===== config.mk =====
export PLATFORM = sky130hd
export DESIGN_NAME = mem_req_initiator
export DESIGN_NICKNAME = d
export VERILOG_FILES = /design/src/rtl/mem_req_initiator.sv
export SDC_FILE = /design/constraint.sdc
export NUM_CORES = 1
export LEC_CHECK = 0
export CAP_MARGIN = 20
export CORE_MARGIN = 2
export CORE_UTILIZATION = 40
export DETAILED_ROUTE_END_ITERATION = 6
export PLACE_DENSITY = 0.8
export SETUP_SLACK_MARGIN = 0.02
export SYNTH_ARGS = -nofsm -noshare
export SYNTH_HDL_FRONTEND = slang
export SYNTH_SLANG_ARGS = --single-unit

===== constraint.sdc =====
create_clock -name clk -period 5.1 [get_ports clk]
set_clock_uncertainty 0.2 [all_clocks]
set_input_delay 1.02 -clock clk [delete_from_list [all_inputs] [get_ports clk]]
set_output_delay 1.02 -clock clk [all_outputs]
set_load 0.01 [all_outputs]

===== src/rtl/mem_req_initiator.sv =====
// -----------------------------------------------------------------------------
// mem_req_initiator
//
// Requester-side controller between the MEM pipeline stage and data_cache.
// Takes one load/store at a time from the pipeline, issues a single-cycle MEM
// command to the cache, follows the cache's BUSY low/high completion sequence
// and returns load data (or a store acknowledge) as a one-cycle pulse.
//
// Optional feature: define MEM_TIMEOUT_EN to build a watchdog that ends a
// transaction with resp_err = 1 after TIMEOUT cycles in WAIT_LO/WAIT_HI.
// Without it, resp_err is tied to 0 and the controller waits indefinitely.
//
// Ports:
//   clk, rst     clock (rising edge), asynchronous active-high reset
//   req_valid    pipeline request present
//   req_we       1 = store, 0 = load
//   req_addr     request address
//   req_wdata    store data
//   req_ready    controller accepts a request this cycle
//   resp_valid   one-cycle completion pulse
//   resp_rdata   load data, qualified by resp_valid for loads
//   resp_err     watchdog timeout flag, qualified by resp_valid
//   MEM          cache command: [1] = write, [0] = read, 00 = none
//   Addr, Wdata  cache address / write data, held from ISSUE through DONE
//   Rdata        cache read data
//   BUSY         cache status: high = idle or completing, low = in progress
//
// Handshake: a request transfers on a rising edge where req_valid and
// req_ready are both high. req_ready depends only on the controller state and
// BUSY (never on req_valid). The pipeline must keep req_valid and the request
// fields stable until the transfer; a request presented outside IDLE is simply
// not taken. resp_valid is a single-cycle pulse with no back-pressure.
// -----------------------------------------------------------------------------
module mem_req_initiator #(
    parameter int ADDR_W  = 32,
    parameter int DATA_W  = 32,
    parameter int TIMEOUT = 64
) (
    input  logic              clk,
    input  logic              rst,
    input  logic              req_valid,
    input  logic              req_we,
    input  logic [ADDR_W-1:0] req_addr,
    input  logic [DATA_W-1:0] req_wdata,
    output logic              req_ready,
    output logic              resp_valid,
    output logic [DATA_W-1:0] resp_rdata,
    output logic              resp_err,
    output logic [1:0]        MEM,
    output logic [ADDR_W-1:0] Addr,
    output logic [DATA_W-1:0] Wdata,
    input  logic [DATA_W-1:0] Rdata,
    input  logic              BUSY
);

    typedef enum logic [2:0] {
        S_IDLE    = 3'd0,
        S_ISSUE   = 3'd1,
        S_WAIT_LO = 3'd2,
        S_WAIT_HI = 3'd3,
        S_DONE    = 3'd4
    } state_t;

    state_t state;
    logic   we_q;     // latched req_we for the transaction in flight

    // BUSY low while idle means the cache is still finishing something started
    // before a reset; hold off the pipeline until it reports idle.
    assign req_ready = (state == S_IDLE) && BUSY;

    // The watchdog compare is meaningless for TIMEOUT below 1.
    if (TIMEOUT < 1) begin : g_timeout_below_one
    end

`ifdef MEM_TIMEOUT_EN
    localparam int WD_W = $clog2(TIMEOUT + 1);

    logic [WD_W-1:0] wd_cnt;
    logic            wd_expired;

    // The count is 0 in the first WAIT_LO cycle, so reaching TIMEOUT-1 here
    // means TIMEOUT cycles have been spent waiting.
    assign wd_expired = (wd_cnt == WD_W'(TIMEOUT - 1));
`else
    assign resp_err = 1'b0;
`endif

    always_ff @(posedge clk or posedge rst) begin
        if (rst) begin
            state      <= S_IDLE;
            MEM        <= 2'b00;
            Addr       <= '0;
            Wdata      <= '0;
            resp_valid <= 1'b0;
            resp_rdata <= '0;
            we_q       <= 1'b0;
`ifdef MEM_TIMEOUT_EN
            resp_err   <= 1'b0;
            wd_cnt     <= '0;
`endif
        end else begin
            // Both pulses last one cycle unless a state below re-asserts them.
            resp_valid <= 1'b0;
            MEM        <= 2'b00;
            case (state)
                S_IDLE: begin
                    if (req_valid && BUSY) begin
                        Addr  <= req_addr;
                        Wdata <= req_wdata;
                        we_q  <= req_we;
                        // Registered so the command is visible exactly in ISSUE.
                        MEM   <= {req_we, ~req_we};
                        state <= S_ISSUE;
                    end
                end
                S_ISSUE: begin
`ifdef MEM_TIMEOUT_EN
                    wd_cnt <= '0;
`endif
                    state <= S_WAIT_LO;
                end
                S_WAIT_LO: begin
`ifdef MEM_TIMEOUT_EN
                    if (wd_expired) begin
                        resp_rdata <= '0;
                        resp_err   <= 1'b1;
                        resp_valid <= 1'b1;
                        state      <= S_DONE;
                    end else begin
                        wd_cnt <= wd_cnt + WD_W'(1);
                        if (!BUSY) state <= S_WAIT_HI;
                    end
`else
                    if (!BUSY) state <= S_WAIT_HI;
`endif
                end
                S_WAIT_HI: begin
                    // A genuine completion wins over a same-cycle timeout.
                    if (BUSY) begin
                        if (!we_q) resp_rdata <= Rdata;
`ifdef MEM_TIMEOUT_EN
                        resp_err   <= 1'b0;
`endif
                        resp_valid <= 1'b1;
                        state      <= S_DONE;
                    end
`ifdef MEM_TIMEOUT_EN
                    else if (wd_expired) begin
                        resp_rdata <= '0;
                        resp_err   <= 1'b1;
                        resp_valid <= 1'b1;
                        state      <= S_DONE;
                    end else begin
                        wd_cnt <= wd_cnt + WD_W'(1);
                    end
`endif
                end
                S_DONE: begin
                    state <= S_IDLE;
                end
                default: begin
                    state <= S_IDLE;
                end
            endcase
        end
    end

endmodule


---- Yosys cells after proc, flatten, opt, wreduce, memory -nomap -nowiden ----
Index checks and enable logic that the tools add are counted.
storage, ports and cells
  flip-flop bits (word level) ............. 103
  bits of input ports ..................... 101
  output and inout bits ................... 101
  word-level logic and storage cells ...... 29
cells by class
  equality and inequality tests ........... 6
  muxes and demuxes ....................... 8
  bitwise operators ....................... 2
  reduce and logical (&&, ||, !) cells .... 6
operator list
  operator            number
  $pmux 3 s4          1
  $mux 3              3
  $eq 3x2->1 const B  2
  $reduce_and 3->1    2
  $mux 2              2
  $ne 2x2->1 const B  2
  $eq 3x1->1 const B  1
  $logic_not 3->1     1
  $logic_and 1x1->1   2
  $mux 1              2
  $ne 2x1->1 const B  1
  $not 1->1           2
  $reduce_and 2->1    1

---- Depth between registers and ports, before layout ----
Gate-level depths: netlist (run 1).
  depth in word-level cells ............... 3
  mapped depth ............................ 5
  gate-level depth less buffers ........... 3

---- Worst setup path after synthesis (run 1) ----
No wires, ideal clock.
  path kind ............................... input port to output port
  from .................................... input port BUSY
  to ...................................... output port req_ready
  arrival time ............................ 1273 ps
  data required time ...................... 3880 ps
  path slack .............................. 2607 ps
  stages .................................. 1
  path buffers ............................ 0
  path through ............................ nor4b_4
between the ends
  cells in the longest elaborated chain, start to end .. 1
RTL lines
  item                line  RTL
  start: declaration  53    input logic BUSY
  $logic_and 1x1->1   69    assign req_ready = (state == S_IDLE) && BUSY;
  end: declaration    45    output logic req_ready,
No other way between the ends.

---- Worst setup path in the final report (run 1) ----
Ends and elaborated chain as after synthesis.

==> impl_results.md, run 1 <==
* Die ar. at around 11000 sq um
* Diode count at 0
* Num CTS Buffers at 9
* Drt pass-1 iters at 4
* CTS resizes at 0
* Yosys reg bits at 103
* Worst relative slew slack at 26.6%
* Clock Path Buffers at 2
* Placed cell count at 550
* Leak pwr at 0.00282 uW
* Syn Inst Count at 227
* Clock slew at reported path FFs at around 0.09 ns
* R2r setup slk at about 2.7 ns
* Hold Violations, Final at 0
* Placed Area at around 6000 sq um
* GR Overflow Total at 0
* Starting Density at between 40% and 50%
* Synth async-reset ratio at 100%
* Unrepaired setup endpoints after global routing: no
* CTS root buf: clkbuf_8
* Post-synth EDFFs at 0
* Max Cap Violations at 0
* Most common cell in the synthesized netlist: dfrtp_1
* Worst EP arrival at roughly 2.5 ns
* Setup TNS at 0 ns
* Hpwl dp at roughly 7000 um
* Final Max Slew Viols at 0
* Outcome: finished, final reports clean
* Routed WL at 9660 um
* Syn Nets at between 300 and 400
* Final setup viols at 0
* CP max FO at 6
* Remaining antenna violation count after routing at 0
* Horiz. Die Dim at 104 um
* Largest net degree at the start of global routing at 81
* Met1 usage in global routing at about 21%
* P per Cell Area at between 500 and 600 nW/um^2
* Prevailing post-synth register cell: dfrtp_1
* Clk_lat worst skew at ~0.35 ns
* IO buf count at 200
* Vias in the first global route at 2979
* GP Congestion at between 0.7 and 0.8
* Worst Setup Path Type: primary input to primary output
* Area contributors post-synth: dfrtp_1 (64%), mux2_2 (16%), mux2_4 (15%), buf_6 (2.0%), nor4b_4 (0.59%)
* Syn-to-layout area delta at 57.6%
* Top cell type's share of synthesized area at a little under two thirds
* Register area share after synthesis at 64.0%
* Design Area, Final at approximately 6400 sq um
* Core ar. at about 10000 sq um
* Global routing usage on met2 at between 20% and 30%
* Htree depth at 3
* Die Y at between 100 and 150 um
* Peak supply drop at ~320 uV
* Minimum clock period at ~3.7 ns
* Layout cells sized above 1 at ~27%
* CP most frequent cell: clkdlybuf4s50_1
* CP required at roughly 3.9 ns
* Syn Std Cell Area at roughly 4000 sq um
* Postcts setup bufs at 0
* Clock sink count at between 100 and 150
* Post-synthesis average cell area at 17.8 sq um
* Routed WL per cell at roughly 17 um
* Crit path max-delay family: buffers and inverters
* Total track usage at around 18%
* Row count at 36
* GR peak layer: met2
* I/O Pins at about 200
* Vias per Instance at between 4 and 5
* Hold_ws at around 0.31 ns
* Crit share post-route at 73.0%
* Fin nets at 530
* Crit path cell chain: clkdlybuf4s50_1 > nor4b_4 > clkdlybuf4s50_1
* CP Buf/Inv Count at 2
* Worst setup SP type: primary input
* HP Class: register to register
* Initial antenna violation count at 0
* Detailed router's first-iteration violation count at around 70
* Critical Path Max Stage Delay at between 0.6 and 0.7 ns
* Cell variety after synth at 21
* Routed vias at between 2k and 3k
* Post-CTS Hold Fix Bufs at 0
* Area leader, netlist: dfrtp_1
* Slew @ Worst Pin at about 1.1 ns
* First-pass GRT wire length at about 15000 um
* TritonCTS clock tree: built
* Critical Path Sink Type: primary output
* M3 GR Usage at 5.76%
* Worst path slowest cell: clkdlybuf4s50_1
* Fin util at 65.0%
* Fmax at 268 MHz
* Top post-synthesis cells by count: dfrtp_1 (103), mux2_2 (57), mux2_4 (39), buf_6 (7)
* Final instance count without filler cells at approximately 570
* Residual DRC count at 0
* Warnings, synthesis at 0
[cell usage in the layout, fill, tap and decap left out, drive strengths merged, types with 2 or more instances in the layout]
| master | count |
|---|---|
| clkdlybuf4s50 | 200 |
| dfrtp | 103 |
| mux2 | 96 |
| clkbuf | 10 |
| buf | 3 |
| inv | 3 |
| and4b | 2 |
| nor2 | 2 |
| and3 | 2 |
| clkinv | 2 |
[cells by family (layout without fill, tap and decap cells)]
| logic type | Yosys count | in the layout | synth area share (%) |
|---|---|---|---|
| buffers and inverters | 13 | 220 | 2.95 |
| multiplexers | 96 | 96 | 30.5 |
| flip-flops | 103 | 103 | 64.0 |
| other | 1 | 1 | 0.0930 |
| AND/OR/NAND/NOR | 12 | 12 | 2.24 |
| AO/OA/AOI/OAI | 2 | 2 | 0.310 |
[sequential cells by signal, summed over array words and instances (netlist names)]
signal,cells
Addr,32
MEM,2
Wdata,32
resp_rdata,32
resp_valid,1
state,3
we_q,1
[per-stage QoR]
step                      worst slack (ns)  total power, uW
after floorplan                       1.18             2200
after detailed placement              1.38             3190
after global placement                1.41             3130
final                                 1.38             3700
after global routing                  1.32             3900
after CTS                             1.38             3740
[routing by layer]
layer	share of wire (%)	up-vias
met5	0	-
met4	2.8	0
met2	49	126
met1	39	1333
met3	8.8	23
li1	-	1193
[path summary, 6_finish.rpt]
| kind | from | end | cells after the start |
|---|---|---|---|
| worst max-delay path | BUSY | req_ready | 3 |
| worst min-delay path | we_q | we_q | 1 |
| worst max register to register | state[2] | Addr[17] | 3 |
| worst min register to register | we_q | we_q | 1 |
| max in group asynchronous | rst | resp_rdata[14] | 4 |
| min in group asynchronous | rst | resp_rdata[27] | 2 |
[layout make-up]
| cell class | count | area (sq um) |
|---|---|---|
| well taps | 133 | 166 |
| clock inverters | 6 | 75.1 |
| repair buffers | 203 | 2040 |
| inverters | 1 | 6.26 |
| multi-input cells | 111 | 1340 |
| fillers | 757 | 3420 |
| clock buffers | 10 | 138 |
| flip-flops and latches | 103 | 2580 |
[power breakdown]
group,total (uW),internal (uW),leakage [uW],switching (uW)
registers,1430,1210,0.00124,219
logic,1730,1150,0.00147,576
clock network,536,248,0.000105,288
Note: power is estimated with default switching activity, not from simulation.
==> run 2: changes to the inputs <==
CORE_UTILIZATION = 36   (was 40)
PLACE_DENSITY = 0.76   (was 0.8)
clock period = 3.2 ns   (was 5.1 ns; I/O delays follow)
==> impl_results.md, run 2 (synthesis gave the netlist of run 1 again) <==
* Outcome: finished, final reports clean
* Crit path cell chain: clkdlybuf4s50_1 > nor4b_4 > clkdlybuf4s50_1
* Routed WL per cell at about 15 um
* Worst path slowest cell: clkdlybuf4s50_1
* Crit path depth at 3
* CTS root buf: clkbuf_8
* Initial antenna violation count at 0
* GR Overflow Total at 0
* Num CTS Buffers at 9
* Die ar. at ~12000 sq um
* Fill cell count at 899
* CP required at about 2.4 ns
* Fin nets at roughly 530
* Post-CTS Hold Fix Bufs at 0
* CP max FO at 6
* Leak pwr at about 0.0028 uW
* Worst Setup Path Type: primary input to primary output
* Most frequent cells in the layout: clkdlybuf4s50_1 (200), dfrtp_1 (103), mux2_2 (57), mux2_4 (39), clkbuf_8 (10)
* First-pass GRT wire length at between 10000 and 15000 um
* Hpwl dp at 6710 um
* Row count at 38
* Detailed router's first-iteration violation count at 68
* Remaining antenna violation count after routing at 0
* Peak supply drop at just under 400 uV
* Clock slew at reported path FFs at 0.09 ns
* Total track usage at 14.6%
* CTS resizes at 0
* Layout cells sized above 1 at around 28%
* Horiz. Die Dim at 110 um
* Critical Path Sink Type: primary output
* IO buf count at 200
* Postcts setup bufs at 0
* Residual DRC count at 0
* Final instance count without filler cells at between 500 and 600
* Hold Path Cell Cnt at 1
* Largest net degree at the start of global routing at between 50 and 60
* Crit share post-route at 93.4%
* Top Registers: Addr: 32 flops, Wdata: 32 flops, resp_rdata: 32 flops
* Setup TNS at 0 ns
* Slew @ Worst Pin at ~0.70 ns
* HP Class: register to register
* Vias per Instance at about 4.5
* Drt pass-1 iters at 4
* Final Max Slew Viols at 0
* Worst Reg-to-Reg Cells at 4
* Worst EP arrival at 2.15 ns
* Unrepaired setup endpoints after global routing: no
* GP Congestion at a little under 0.7
* Placed cell count at 560
* Crit path max-delay family: buffers and inverters
* Core ar. at approximately 11000 sq um
* Met2 Wirelength at 4520 um
* Syn-to-layout area delta at 58.4%
* CP most frequent cell: clkdlybuf4s50_1
* Worst relative slew slack at 53.1%
* Clock sink count at approximately 100
* TritonCTS clock tree: built
* Highest metal used: met4
* Htree depth at 3
* Diode count at 0
* DRT met1 WL at roughly 3600 um
* Clk_lat worst skew at about 0.34 ns
* Met3 routed WL at 660 um
* Hold Violations, Final at 0
* Routed WL at around 8900 um
* Minimum clock period at approximately 3 ns
* Critical Path Max Stage Delay at approximately 0.61 ns
* Max Cap Violations at 0
* Fmax at between 300 and 400 MHz
* Clock Path Buffers at 2
* Die Y at 110 um
* Final setup viols at 0
* CP Buf/Inv Count at 2
* Worst setup SP type: primary input
* I/O Pins at between 200 and 250
* P per Cell Area at 916 nW/um^2
* Routed vias at around 2.6k
* Starting Density at 37.0%
* Vias in the first global route at about 2.8k
* Most common cell after layout, fill and taps aside: clkdlybuf4s50_1
[run 2: cell types whose count changed in the layout (fill, tap and decap cells not counted), sizes merged]
cell | before | now
inv | 3 | 2
clkinv | 2 | 3
buf | 3 | 5
[run 2: per-layer routing]
layer  track usage (%)  up-vias
li1                  -     1201
met1              17.7     1289
met2              25.3      112
met3              3.73        9
met4              4.97        0
met5                 0        -
[run 2: layout make-up]
| class | instances | area, sq um | area share, % |
|---|---|---|---|
| repair buffers | 205 | 2060 | 32.3 |
| clock inverters | 6 | 76.3 | 1.20 |
| clock buffers | 10 | 138 | 2.16 |
| inverters | 1 | 7.51 | 0.118 |
| multi-input cells | 111 | 1340 | 21.1 |
| flip-flops and latches | 103 | 2580 | 40.4 |
| well taps | 140 | 175 | 2.74 |
[run 2: where the power goes]
part | total, uW | internal, uW | switching [uW] | leakage (uW)
sequential | 2280 | 1940 | 340 | 0.00124
clock | 853 | 396 | 457 | 0.000109
combinational | 2720 | 1840 | 884 | 0.00147
[run 2: per-stage QoR]
stage | instance area (sq um) | power, uW | hold slack (ns) | setup WS (ns) | util (%)
after floorplan | 4030 | 3500 | 0.250 | 1.13 | -
after global placement | 6170 | 4990 | 0.286 | 0.277 | 56.7
after detailed placement | 6170 | 5060 | 0.292 | 0.218 | 56.7
after CTS | 6380 | 5940 | 0.316 | 0.202 | 58.6
after global routing | 6380 | 6200 | 0.322 | 0.124 | 58.6
final | 6380 | 5850 | 0.310 | 0.211 | 58.6
[run 2: path summary, 6_finish.rpt]
check	slack (ns)	from	end
max	0.21	BUSY	req_ready
min	0.31	Wdata[10]	Wdata[10]
max reg2reg	1.18	state[2]	Addr[10]
min reg2reg	0.31	Wdata[10]	Wdata[10]
max in group asynchronous	1.62	rst	Wdata[11]
min in group asynchronous	0.65	rst	Addr[11]
==> run 3: changes to the inputs <==
CTS_CLUSTER_SIZE = 40   (was not set)
==> results of run 3 <==
No change in the layout: final DEF, timing and power equal those of run 2.
